$ cat config.mk
export PLATFORM = sky130hd
export DESIGN_NAME = pwm_multi_channel
export DESIGN_NICKNAME = d
export VERILOG_FILES = /design/src/rtl/pwm_pkg.sv /design/src/rtl/pwm_timebase.sv /design/src/rtl/pwm_multi_channel.sv
export SDC_FILE = /design/constraint.sdc
export NUM_CORES = 1
export LEC_CHECK = 0
export BUFFER_PORTS_ARGS = -buffer_cell sky130_fd_sc_hd__buf_2
export CORE_ASPECT_RATIO = 2
export CORE_MARGIN = 4
export CORE_UTILIZATION = 50
export DETAILED_ROUTE_END_ITERATION = 8
export MAX_ROUTING_LAYER = met4
export PLACE_DENSITY = 0.67
export SYNTH_ARGS = -nofsm -noshare
export SYNTH_HDL_FRONTEND = slang
export SYNTH_SLANG_ARGS = --single-unit
$ cat constraint.sdc
create_clock -name clk -period 8.4 [get_ports clk]
set_input_delay 1.26 -clock clk [delete_from_list [all_inputs] [get_ports clk]]
set_output_delay 1.26 -clock clk [all_outputs]
set_load 0.005 [all_outputs]
$ cat src/rtl/pwm_pkg.sv
`default_nettype none
// ============================================================================
//  Module   : pwm_pkg
//  Brief    : Shared types and default widths for the multi-channel PWM.
//  Revision : 1.0 - initial parametrised multi-channel release
// ============================================================================
package pwm_pkg;

    // Counting mode of the shared timebase
    typedef enum logic {
        PWM_EDGE   = 1'b0,
        PWM_CENTER = 1'b1
    } pwm_mode_e;

    localparam int DEF_CNT_W = 8;
    localparam int DEF_PRE_W = 8;

    // All-ones duty; truncated to the counter width where it is used
    localparam logic [31:0] DUTY_FULL = '1;

endpackage
`default_nettype wire

$ cat src/rtl/pwm_timebase.sv
`default_nettype none
// ============================================================================
//  Module   : pwm_timebase
//  Brief    : Prescaler plus edge/center-aligned counter shared by all PWM
//             channels; flags the period boundary on the tick that ends it.
//  Revision : 1.0 - initial parametrised multi-channel release
// ============================================================================
module pwm_timebase
    import pwm_pkg::*;
#(
    parameter int CNT_W = DEF_CNT_W,
    parameter int PRE_W = DEF_PRE_W
) (
    input  logic             clk,
    input  logic             rst,
    input  logic             enable,
    input  logic             center_mode,
    input  logic [PRE_W-1:0] prescale,
    input  logic [CNT_W-1:0] top,
    output logic [CNT_W-1:0] cnt,
    output logic             boundary
);

    logic [PRE_W-1:0] r_pre;
    logic [CNT_W-1:0] r_cnt;
    logic             r_dir_down;
    logic             r_started;
    pwm_mode_e        r_mode;

    pwm_mode_e        w_mode;
    logic             w_mode_chg;
    logic             w_tick;
    logic             w_wrap;
    logic [CNT_W-1:0] w_cnt_nxt;
    logic             w_dir_down_nxt;

    assign w_mode     = pwm_mode_e'(center_mode);
    assign w_mode_chg = (w_mode != r_mode);
    // >= rather than == so a prescale lowered below the running count
    // still wraps at once instead of rolling through the full range
    assign w_tick     = enable && (r_pre >= prescale);

    // Counter/direction value that the next tick would load
    always_comb begin
        w_cnt_nxt      = r_cnt;
        w_dir_down_nxt = r_dir_down;
        if (w_mode == PWM_EDGE) begin
            w_dir_down_nxt = 1'b0;
            w_cnt_nxt      = (r_cnt >= top) ? '0 : r_cnt + 1'b1;
        end else if (top == '0) begin
            w_dir_down_nxt = 1'b0;
            w_cnt_nxt      = '0;
        end else if (!r_dir_down) begin
            // Turning point also catches a top lowered below the count
            if (r_cnt >= top) begin
                w_cnt_nxt      = r_cnt - 1'b1;
                w_dir_down_nxt = 1'b1;
            end else begin
                w_cnt_nxt = r_cnt + 1'b1;
            end
        end else begin
            if (r_cnt == '0) begin
                w_cnt_nxt      = CNT_W'(1);
                w_dir_down_nxt = 1'b0;
            end else begin
                w_cnt_nxt = r_cnt - 1'b1;
            end
        end
    end

    // A wrap into zero, or any tick while top is zero, closes a period;
    // the first tick after enable never does
    assign w_wrap   = ((w_cnt_nxt == '0) && (r_cnt != '0)) || (top == '0);
    assign boundary = enable && (w_mode_chg || (w_tick && r_started && w_wrap));
    assign cnt      = r_cnt;

    // Prescaler, counter, direction and mode tracking
    always_ff @(posedge clk) begin
        if (rst) begin
            r_pre      <= '0;
            r_cnt      <= '0;
            r_dir_down <= 1'b0;
            r_started  <= 1'b0;
            r_mode     <= w_mode;
        end else begin
            r_mode <= w_mode;
            if (!enable) begin
                r_pre      <= '0;
                r_cnt      <= '0;
                r_dir_down <= 1'b0;
                r_started  <= 1'b0;
            end else if (w_mode_chg) begin
                r_pre      <= '0;
                r_cnt      <= '0;
                r_dir_down <= 1'b0;
                r_started  <= 1'b1;
            end else if (w_tick) begin
                r_pre      <= '0;
                r_cnt      <= w_cnt_nxt;
                r_dir_down <= w_dir_down_nxt;
                r_started  <= 1'b1;
            end else begin
                r_pre <= r_pre + 1'b1;
            end
        end
    end

endmodule
`default_nettype wire

$ cat src/rtl/pwm_multi_channel.sv
`default_nettype none
// ============================================================================
//  Module   : pwm_multi_channel
//  Brief    : NUM_CH PWM outputs on one shared timebase, with shadowed duty
//             registers that only take effect at period boundaries.
//  Revision : 1.0 - initial parametrised multi-channel release
// ============================================================================
module pwm_multi_channel
    import pwm_pkg::*;
#(
    parameter int NUM_CH   = 16,
    parameter int CNT_W    = DEF_CNT_W,
    parameter int PRE_W    = DEF_PRE_W,
    parameter int CH_IDX_W = $clog2(NUM_CH)
) (
    input  logic                clk,
    input  logic                rst,
    input  logic                enable,
    input  logic                center_mode,
    input  logic [PRE_W-1:0]    prescale,
    input  logic [CNT_W-1:0]    top,
    input  logic [NUM_CH-1:0]   en_out,
    input  logic [NUM_CH-1:0]   en_pwm,
    input  logic                duty_wr,
    input  logic [CH_IDX_W-1:0] duty_ch,
    input  logic [CNT_W-1:0]    duty_data,
    output logic [NUM_CH-1:0]   out,
    output logic                period_start
);

    localparam logic [CNT_W-1:0] c_DUTY_FULL = CNT_W'(DUTY_FULL);

    logic [CNT_W-1:0]  w_cnt;
    logic              w_boundary;
    logic [NUM_CH-1:0] w_wr_hit;
    logic [NUM_CH-1:0] w_pwm;
    logic [NUM_CH-1:0] w_out_nxt;

    logic [CNT_W-1:0]  r_pending [NUM_CH];
    logic [CNT_W-1:0]  r_active  [NUM_CH];
    logic [NUM_CH-1:0] r_out;
    logic              r_period_start;

    pwm_timebase #(
        .CNT_W (CNT_W),
        .PRE_W (PRE_W)
    ) u_timebase (
        .clk         (clk),
        .rst         (rst),
        .enable      (enable),
        .center_mode (center_mode),
        .prescale    (prescale),
        .top         (top),
        .cnt         (w_cnt),
        .boundary    (w_boundary)
    );

    // Per-channel write decode; indices at or beyond NUM_CH match nothing
    always_comb begin
        w_wr_hit = '0;
        for (int i = 0; i < NUM_CH; i++) begin
            w_wr_hit[i] = duty_wr && (duty_ch == CH_IDX_W'(i));
        end
    end

    // Pending duties take writes any time; active copies refresh at a
    // boundary, with a same-cycle write bypassed straight in
    always_ff @(posedge clk) begin
        if (rst) begin
            for (int i = 0; i < NUM_CH; i++) begin
                r_pending[i] <= '0;
                r_active[i]  <= '0;
            end
        end else begin
            for (int i = 0; i < NUM_CH; i++) begin
                if (w_wr_hit[i]) begin
                    r_pending[i] <= duty_data;
                end
                if (w_boundary) begin
                    r_active[i] <= w_wr_hit[i] ? duty_data : r_pending[i];
                end
            end
        end
    end

    // Duty compare and per-channel enable gating
    always_comb begin
        w_pwm     = '0;
        w_out_nxt = '0;
        for (int i = 0; i < NUM_CH; i++) begin
            w_pwm[i]     = (r_active[i] == c_DUTY_FULL) || (w_cnt < r_active[i]);
            w_out_nxt[i] = en_out[i] && (!en_pwm[i] || w_pwm[i]);
        end
    end

    // Registered outputs keep the pins glitch-free
    always_ff @(posedge clk) begin
        if (rst) begin
            r_out          <= '0;
            r_period_start <= 1'b0;
        end else begin
            r_out          <= w_out_nxt;
            r_period_start <= w_boundary;
        end
    end

    assign out          = r_out;
    assign period_start = r_period_start;

endmodule
`default_nettype wire

==> results of run 1 <==
-- metal layers --
layer	up-vias	routed length, um	global-route usage [%]
met5	-	0	-
met4	0	1600	9.43
met3	113	1890	2.56
met2	296	22000	44.4
met1	5428	13700	23.6
li1	5390	-	-
-- logic make-up (layout without fill, tap and decap cells) --
logic type | count (synthesis) | in the layout | synth area share, %
other cells | 0 | 1 | 0
compound gates | 267 | 267 | 12.1
xor+xnor | 16 | 16 | 0.876
flops | 292 | 292 | 52.6
mux | 50 | 50 | 3.13
simple gates | 539 | 539 | 15.0
fa+ha+maj | 132 | 132 | 10.3
buf+inv | 234 | 304 | 5.97
-- sequential cells by signal (all words and copies together), names as in the netlist --
signal and count:
u_timebase.r_dir_down 1, u_timebase.cnt 8, r_active 128, u_timebase.r_started 1
u_timebase.r_pre 8, r_pending 128, period_start 1, out 16
u_timebase.r_mode 1
-- area by class of cell --
type,count,area [um2],area share (%)
diodes,1,2.50,0.0143
well taps,423,529,3.02
repair buffers,93,495,2.83
clock inverters,7,85.1,0.485
multi-input cells,1004,6650,37.9
clock buffers,42,752,4.29
flip-flops and latches,292,8410,48.0
inverters,162,608,3.47
-- per-stage QoR --
step / std cells / total power, W
CTS: 2023 / 0.00324
finish: 2024 / 0.00322
detailed placement: 1974 / 0.00207
global placement: 1974 / 0.00205
global route: 2024 / 0.00335
floorplan: 1530 / 0.00196
-- placed cells by master (no fill, tap or decap), drive strengths merged, types with 18 or more instances in the layout --
cell    synthesis  routed
a21oi         107     107
nand2         194     194
nor2b          21      21
o211ai         18      18
o21ai          45      45
a21o           65      65
edfxtp        256     256
nor2          198     198
mux2i          50      50
dfxtp          36      36
inv           162     162
nand2b         38      38
clkbuf         61      42
nand4          35      35
buf            11      93
ha            132     132
-- final timing paths --
path | end | slack [ns] | cells past startpoint
setup / recovery | r_active[0][29] | 3.09 | 12
hold / removal | u_timebase.r_pre[0] | 0.48 | 1
hold reg to reg | u_timebase.r_pre[0] | 0.48 | 1
setup reg to reg | r_active[0][29] | 3.42 | 11
-- where the power goes --
part	internal [W]	switching [W]
registers	0.00169	0.0000421
clock network	0.000675	0.000511
logic	0.000104	0.000193
total	0.00247	0.000746
-- worst reg2reg max path, delay by kind of cell, from the launching register on --
kind            cells  cell delay, ns
flops               1            0.39
buf+inv             2            0.73
simple gates        5            1.07
fa+ha+maj           1            0.28
compound gates      3            2.10
==> flow_summary.json, run 1 <==
{
  "status": "finished, final reports clean",
  "timing.hold.ws_ns": 0.482,
  "worstSetupStartpoint": "prescale[2]",
  "postSynthAreaPerCell_um2": 10.5,
  "drt-vias-per-instance": 5.55,
  "post_cts_buffers": 0,
  "first_global_vias": 11300,
  "fp-row-count": 92,
  "finalSetupTns_ns": 0,
  "start_util_pct": 50.7,
  "seq_area_frac_synth_pct": 52.6,
  "gr-total-overflow": 0,
  "critPathMaxStageDelay_ns": 1.09,
  "drive_gt1_share_pct": 14.1,
  "grt_max_degree": 89,
  "maxCapViolations": 0,
  "required_ns": 8.58,
  "final_nets": 1777,
  "vdd_drop_max_v": 0.000146,
  "synth_ff_type": "edfxtp_1",
  "ys_types": 54,
  "slew_viol_final": 0,
  "synth_top_area_share_pct": 48.0,
  "ys_seq_elements": 292,
  "yosysWarningCount": 0,
  "max_slew.worst_pin.slew_ns": 1.27,
  "postRouteAntennaNets": 0,
  "insertion_delay_ns": 0.55,
  "cpMostUsedCell": "nand2_1",
  "io_pins": 82,
  "cts_tree": "built",
  "gp_congestion": 0.919,
  "cts_buffers": 27,
  "setup_slack_ns": 3.09,
  "synth_area_mm2": 0.0160,
  "path_delay_family": "compound AO/OA/AOI/OAI gates",
  "min_period_ns": 5.31,
  "clk_pin_slew_ns": 0.06,
  "synth_edf_count": 256,
  "dp_hpwl_um": 26000,
  "fin_crit_sh_pct": 63.2,
  "synth_cells": 1530,
  "grtUsageTotal_pct": 23.1,
  "netlist_top_cells_area": "edfxtp_1, ha_1, nor2_1",
  "drtIter0Drc": 856,
  "post-route-drc-count": 0,
  "crit_path_start_kind": "primary input",
  "htree_levels": 1,
  "die_w_um": 134,
  "die_area_mm2": 0.0351,
  "cts.sinks": 292,
  "final_core_util_pct": 55.6,
  "yosysMostFrequentCell": "edfxtp_1",
  "crit_fanout": 88,
  "path_buf_inv": 3,
  "fmaxAchievable_ghz": 0.188,
  "syn-num-nets": 1727,
  "first_pass_iters": 5,
  "dpl_cell_area_mm2": 0.0167,
  "grt_pass1_wl_um": 60400,
  "post_drt_wl_per_cell_um": 19.4,
  "cts_root_buffer": "clkbuf_16",
  "synthArstFlopShare_pct": 0,
  "synth.largest_area_cell": "edfxtp_1",
  "pre_cts_slack_ns": 2.53,
  "port_buffers": 81,
  "num_vias": 11200,
  "hold_violations": 0,
  "worstPathArrival_ns": 5.49,
  "hold_buffers": 0,
  "clockBufferDepth": 3,
  "cp-end-kind": "flop",
  "slew_headroom_pct": 15.0,
  "grt_setup_unrepaired": "no",
  "cts_resized": 0,
  "finalInstanceArea_mm2": 0.0175,
  "hold_start": "u_timebase.r_pre[0]",
  "crit_slowest_cell": "a311oi_2",
  "core-area_mm2": 0.0315,
  "crit_chain": "buf_2 -> inv_1 -> ha_1 -> nand2_1 -> o21ai_0 -> nand4_1 -> a311oi_2 -> nand3_1 -> or4_1 -> nand2_1 -> a21o_4 -> buf_4",
  "die_h_um": 261,
  "finClkSkew_ns": 0.0173,
  "timing.rr.start": "u_timebase.r_pre[0]",
  "crit_type": "primary input to flop",
  "fillers": 2756,
  "min_path_type": "flop to flop",
  "power.static_leakage_nw": 7.47,
  "finalSetupViolCount": 0,
  "wirelength_um": 39200,
  "p_per_area_mw_per_mm2": 184,
  "antenna_found_initial": 1,
  "synth_commonest_cells": "edfxtp_1, nor2_1, nand2_1, inv_1, ha_1",
  "area_growth_pct": 9.60
}
Note: power is estimated with default switching activity, not from simulation.
==> run 2: changes to the inputs <==
==> constraint.sdc (replaced) <==
create_clock -name clk -period 5.06 [get_ports clk]
set_input_delay 0.759 -clock clk [delete_from_list [all_inputs] [get_ports clk]]
set_output_delay 0.759 -clock clk [all_outputs]
set_load 0.005 [all_outputs]
==> flow_summary.json, run 2 (synthesis results as in run 1) <==
{
  "rrSetupSlack_ns": 1.39,
  "postRouteAntennaNets": 0,
  "num_vias": 11400,
  "antenna_found_initial": 0,
  "fmaxAchievable_ghz": 0.273,
  "core-area_mm2": 0.0315,
  "grt_max_degree": 66,
  "multi_input_area_mm2": 0.00665,
  "drtIter0Drc": 790,
  "required_ns": 5.45,
  "cts_resized": 0,
  "finalSetupViolCount": 0,
  "crit_type": "flop to flop",
  "crit_fanout": 65,
  "layout_common_cells": "edfxtp_1, nor2_1, nand2_1",
  "gr-total-overflow": 0,
  "seq_area_mm2": 0.00841,
  "grt_setup_unrepaired": "no",
  "worstSetupStartpoint": "u_timebase.cnt[7]",
  "first_pass_iters": 7,
  "endpoint": "r_active[1][12]",
  "htree_levels": 1,
  "fillers": 2732,
  "hold_violations": 0,
  "cp-end-kind": "flop",
  "p_per_area_mw_per_mm2": 312,
  "fin_crit_sh_pct": 72.5,
  "post_drt_wl_per_cell_um": 19.8,
  "gp_congestion": 0.912,
  "worstPathArrival_ns": 4.06,
  "power.static_leakage_nw": 7.56,
  "post_cts_buffers": 0,
  "cts.sinks": 292,
  "pre_cts_slack_ns": 1.07,
  "reg2reg_to": "r_active[1][12]",
  "area_growth_pct": 10.8,
  "final_nets": 1786,
  "max_slew.worst_pin.slew_ns": 1.04,
  "vdd_drop_max_v": 0.000280,
  "min_period_ns": 3.67,
  "status": "finished, final reports clean",
  "crit_path_start_kind": "flop",
  "die_w_um": 134,
  "io_pins": 82,
  "diodes": 0,
  "finClkSkew_ns": 0.0177,
  "maxCapViolations": 0,
  "finalSetupTns_ns": 0,
  "final_common_cell": "edfxtp_1",
  "hold_buffers": 0,
  "port_buffers": 81,
  "clockBufferDepth": 3,
  "start_util_pct": 50.7,
  "setup_slack_ns": 1.39,
  "dp_hpwl_um": 26900,
  "wirelength_um": 40100,
  "grt_pass1_wl_um": 62000,
  "first_global_vias": 11500,
  "slew_viol_final": 0,
  "insertion_delay_ns": 0.55,
  "drt-vias-per-instance": 5.59,
  "timing.rr.start": "u_timebase.cnt[7]",
  "min_path_type": "primary input to flop",
  "fp-row-count": 92,
  "clk_pin_slew_ns": 0.06,
  "cts_buffers": 26,
  "worstRegToRegCells": 11,
  "slew_headroom_pct": 30.3,
  "die_area_mm2": 0.0351,
  "drive_gt1_share_pct": 14.9,
  "cts_tree": "built",
  "grtUsageTotal_pct": 23.8,
  "die_h_um": 261,
  "cts_root_buffer": "clkbuf_16",
  "post-route-drc-count": 0
}
==> run 2: final cells by class <==
class / count / share of cell area [%]
flip-flops and latches: 292 / 47.4
multi-input cells: 1004 / 37.5
clock buffers: 35 / 4.09
repair buffers: 103 / 3.43
inverters: 162 / 3.43
well taps: 423 / 2.99
clock inverters: 13 / 1.09
==> run 2: critical path: stages, from the launching register on <==
cell,delay [ns]
dfxtp_1,0.30
buf_4,0.40
ha_1,0.34
nand4_1,0.09
nor2_1,0.06
a211o_1,0.37
o21ai_2,0.20
o22ai_1,0.13
or4_1,0.58
a211o_4,0.49
buf_12,0.27
a21oi_2,0.19
==> run 2: metal layers <==
layer / part of all wire, % / global-route usage [%] / vias up
li1: - / - / 5391
met1: 35 / 24.4 / 5496
met2: 55 / 44.5 / 331
met3: 4.5 / 2.60 / 138
met4: 5.5 / 11.6 / 0
met5: 0 / - / -
==> run 2: where the power goes <==
part           leakage (nW)  internal [W]  switching, W  total, W
clock network         0.440       0.00126      0.000886   0.00215
registers              2.90       0.00281     0.0000681   0.00288
logic                  4.22      0.000181      0.000328  0.000510
total                  7.56       0.00425       0.00128   0.00554
==> run 2: through the flow <==
step	utilization, %	power, W	hold WS (ns)	cell area, um2	cells
2_1_floorplan	-	0.00326	0.437	16000	1530
3_3_place_gp	53.3	0.00342	0.472	16800	1984
3_5_place_dp	53.3	0.00344	0.482	16800	1984
4_1_cts	56.2	0.00557	0.443	17700	2032
5_1_grt	56.2	0.00574	0.450	17700	2032
6_report	56.2	0.00554	0.472	17700	2032
==> run 2: worst min-delay path by stage <==
stage | endpoint | slack [ns] | start | depth (start not counted)
2_1_floorplan | u_timebase.r_pre[0] | 0.44 | u_timebase.r_pre[0] | 1
3_3_place_gp | u_timebase.r_pre[0] | 0.47 | u_timebase.r_pre[0] | 1
3_5_place_dp | u_timebase.r_pre[0] | 0.48 | u_timebase.r_pre[0] | 1
4_1_cts | u_timebase.r_mode | 0.44 | center_mode | 1
5_1_grt | u_timebase.r_mode | 0.45 | center_mode | 1
6_report | u_timebase.r_mode | 0.47 | center_mode | 1
==> run 3: changes to the inputs <==
--- a/config.mk
+++ b/config.mk
@@ -5,6 +5,7 @@
 export SDC_FILE = /design/constraint.sdc
 export NUM_CORES = 1
 export LEC_CHECK = 0
+export ABC_AREA = 1
 export BUFFER_PORTS_ARGS = -buffer_cell sky130_fd_sc_hd__buf_2
 export CORE_ASPECT_RATIO = 2
 export CORE_MARGIN = 4
==> constraint.sdc (replaced) <==
create_clock -name clk -period 3.65 [get_ports clk]
set_input_delay 0.5475 -clock clk [delete_from_list [all_inputs] [get_ports clk]]
set_output_delay 0.5475 -clock clk [all_outputs]
set_load 0.005 [all_outputs]
==> flow_summary.json, run 3 <==
{
  "port_buffers": 81,
  "post_cts_buffers": 0,
  "gr-total-overflow": 0,
  "final_common_cell": "inv_1",
  "synth_ff_type": "edfxtp_1",
  "synth_area_mm2": 0.0164,
  "ys_seq_elements": 292,
  "grt_pass1_wl_um": 60700,
  "cts_buffers": 26,
  "vdd_drop_max_v": 0.000314,
  "final_core_util_pct": 56.9,
  "fin_crit_sh_pct": 87.2,
  "gp_congestion": 0.892,
  "finalInstanceArea_mm2": 0.0183,
  "power.static_leakage_nw": 8.30,
  "cts_tree": "built",
  "setup_slack_ns": 0.468,
  "dp_hpwl_um": 28300,
  "synth_edf_count": 256,
  "fillers": 2766,
  "cts_root_buffer": "clkbuf_16",
  "dpl_cell_area_mm2": 0.0174,
  "layout_common_cells": "inv_1, edfxtp_1, nand2_1",
  "num_vias": 11700,
  "io_pins": 82,
  "crit_chain": "ha_1 -> nand2_1 -> nor2_1 -> nor2_1 -> nand2_1 -> nand2_2 -> nand3_2 -> nand2_1 -> nand2_1 -> nand2_1 -> nand2_1 -> nor2_1 -> nand3_1 -> nand2_1 -> nand2_2 -> nand2_4 -> nand2_1 -> nand2_4 -> buf_12",
  "fmaxAchievable_ghz": 0.314,
  "drt-vias-per-instance": 5.30,
  "yosys.area_share.xor_xnor_pct": 0.641,
  "grt_setup_unrepaired": "no",
  "diodes": 0,
  "synth_top_area_share_pct": 46.9,
  "cp-end-kind": "flop",
  "maxCapViolations": 0,
  "fin_cells": 2215,
  "synth_simple_gate_area_share_pct": 17.9,
  "die_area_mm2": 0.0359,
  "fp-row-count": 93,
  "slew_viol_final": 0,
  "required_ns": 3.83,
  "postSynthAreaPerCell_um2": 9.82,
  "synth.largest_area_cell": "edfxtp_1",
  "cts_resized": 0,
  "finalSetupTns_ns": 0,
  "clockBufferDepth": 3,
  "worstPathArrival_ns": 3.36,
  "min_path_type": "primary input to flop",
  "wirelength_um": 39400,
  "synthArstFlopShare_pct": 0,
  "p_per_area_mw_per_mm2": 420,
  "die_h_um": 264,
  "crit_path_start_kind": "flop",
  "start_util_pct": 50.8,
  "area_growth_pct": 12.0,
  "syn-num-nets": 1865,
  "post_drt_wl_per_cell_um": 17.8,
  "drtIter0Drc": 562,
  "postRouteAntennaNets": 0,
  "hold_violations": 0,
  "hold_buffers": 0,
  "finalSetupViolCount": 0,
  "final_nets": 1965,
  "die_w_um": 136,
  "max_slew.worst_pin.slew_ns": 0.816,
  "grt_max_degree": 89,
  "synth_commonest_cells": "inv_1, edfxtp_1, nand2_1, nor2_1, ha_1",
  "antenna_found_initial": 0,
  "yosysMostFrequentCell": "inv_1",
  "first_pass_iters": 5,
  "seq_area_frac_synth_pct": 51.3,
  "crit_fanout": 88,
  "critPathMaxStageDelay_ns": 0.56,
  "crit_slowest_cell": "dfxtp_1",
  "dp.cells": 2167,
  "ys_types": 45,
  "drive_gt1_share_pct": 15.5,
  "core-area_mm2": 0.0322,
  "synthAdderAreaFrac_pct": 10.1,
  "synth_compound_area_share_pct": 10.3,
  "htree_levels": 1,
  "clk_pin_slew_ns": 0.07,
  "yosysWarningCount": 0,
  "netlist_top_cells_area": "edfxtp_1, ha_1, inv_1",
  "synth_cells": 1668,
  "synthMuxAreaShare_pct": 0,
  "min_period_ns": 3.18,
  "first_global_vias": 11600,
  "insertion_delay_ns": 0.54,
  "grtUsageTotal_pct": 22.7,
  "cpMostUsedCell": "nand2_1",
  "finClkSkew_ns": 0.0152,
  "cts.sinks": 292,
  "pre_cts_slack_ns": 0.331,
  "slew_headroom_pct": 45.4,
  "crit_type": "flop to flop",
  "status": "finished, final reports clean",
  "synth_top_family_by_area": "simple AND/OR/NAND/NOR gates",
  "post-route-drc-count": 0
}
## run 3: changes by cell type after synthesis, moves of 56 or more
cell     change
inv_1      +160
a21oi_2     -79
nor2_4      +71
nor2_1      -63
a21oi_1     +56
o21ai_0     +56
## run 3: cells by family after synthesis
family | after synthesis
AND/OR/NAND/NOR | 557
buffers and inverters | 388
flip-flops | 292
AO/OA/AOI/OAI | 287
adder cells (fa/ha/maj) | 132
XOR/XNOR | 12
## run 3: layout make-up
class                           instances  area (um2)  area share (%)
Clock buffer                           33         718            3.91
Tap cell                              427         534            2.91
Inverter                              329        1240            6.74
Clock inverter                         15         199            1.08
Timing Repair Buffer                  131         868            4.73
Sequential cell                       292        8410            45.8
Multi-Input combinational cell        988        6380            34.8
## run 3: path summary, 6_finish.rpt
check	from	endpoint	slack, ns	depth (start not counted)
worst max register to register	u_timebase.cnt[1]	r_active[1][36]	0.47	19
worst max-delay path	u_timebase.cnt[1]	r_active[1][36]	0.47	19
worst min-delay path	en_pwm[7]	out[7]	0.18	2
worst min register to register	u_timebase.r_started	u_timebase.r_started	0.47	2
## run 3: per-layer routing
metal	part of all wire, %	track usage [%]	routed length, um
met5	0	-	0
met4	5.5	11.6	2180
met3	4.5	2.29	1760
met2	54	41.7	21400
met1	36	23.3	14100
## run 3: stage by stage
step,hold WS (ns),total power (W)
floorplan,0.435,0.00457
global placement,0.447,0.00482
detailed placement,0.457,0.00485
CTS,0.170,0.00777
global route,0.168,0.00801
finish,0.185,0.00771
## run 3: power breakdown
group / switching (W) / internal [W]
clock network: 0.00124 / 0.00169
registers: 0.0000675 / 0.00389
logic: 0.000548 / 0.000267
## run 3: worst max-delay path, delay by kind of cell (launching register included)
kind                       cells  cell delay, ns
and+or+nand+nor               17            1.50
adders and majority gates      1            0.32
buffers and inverters          1            0.38
DFF                            1            0.56
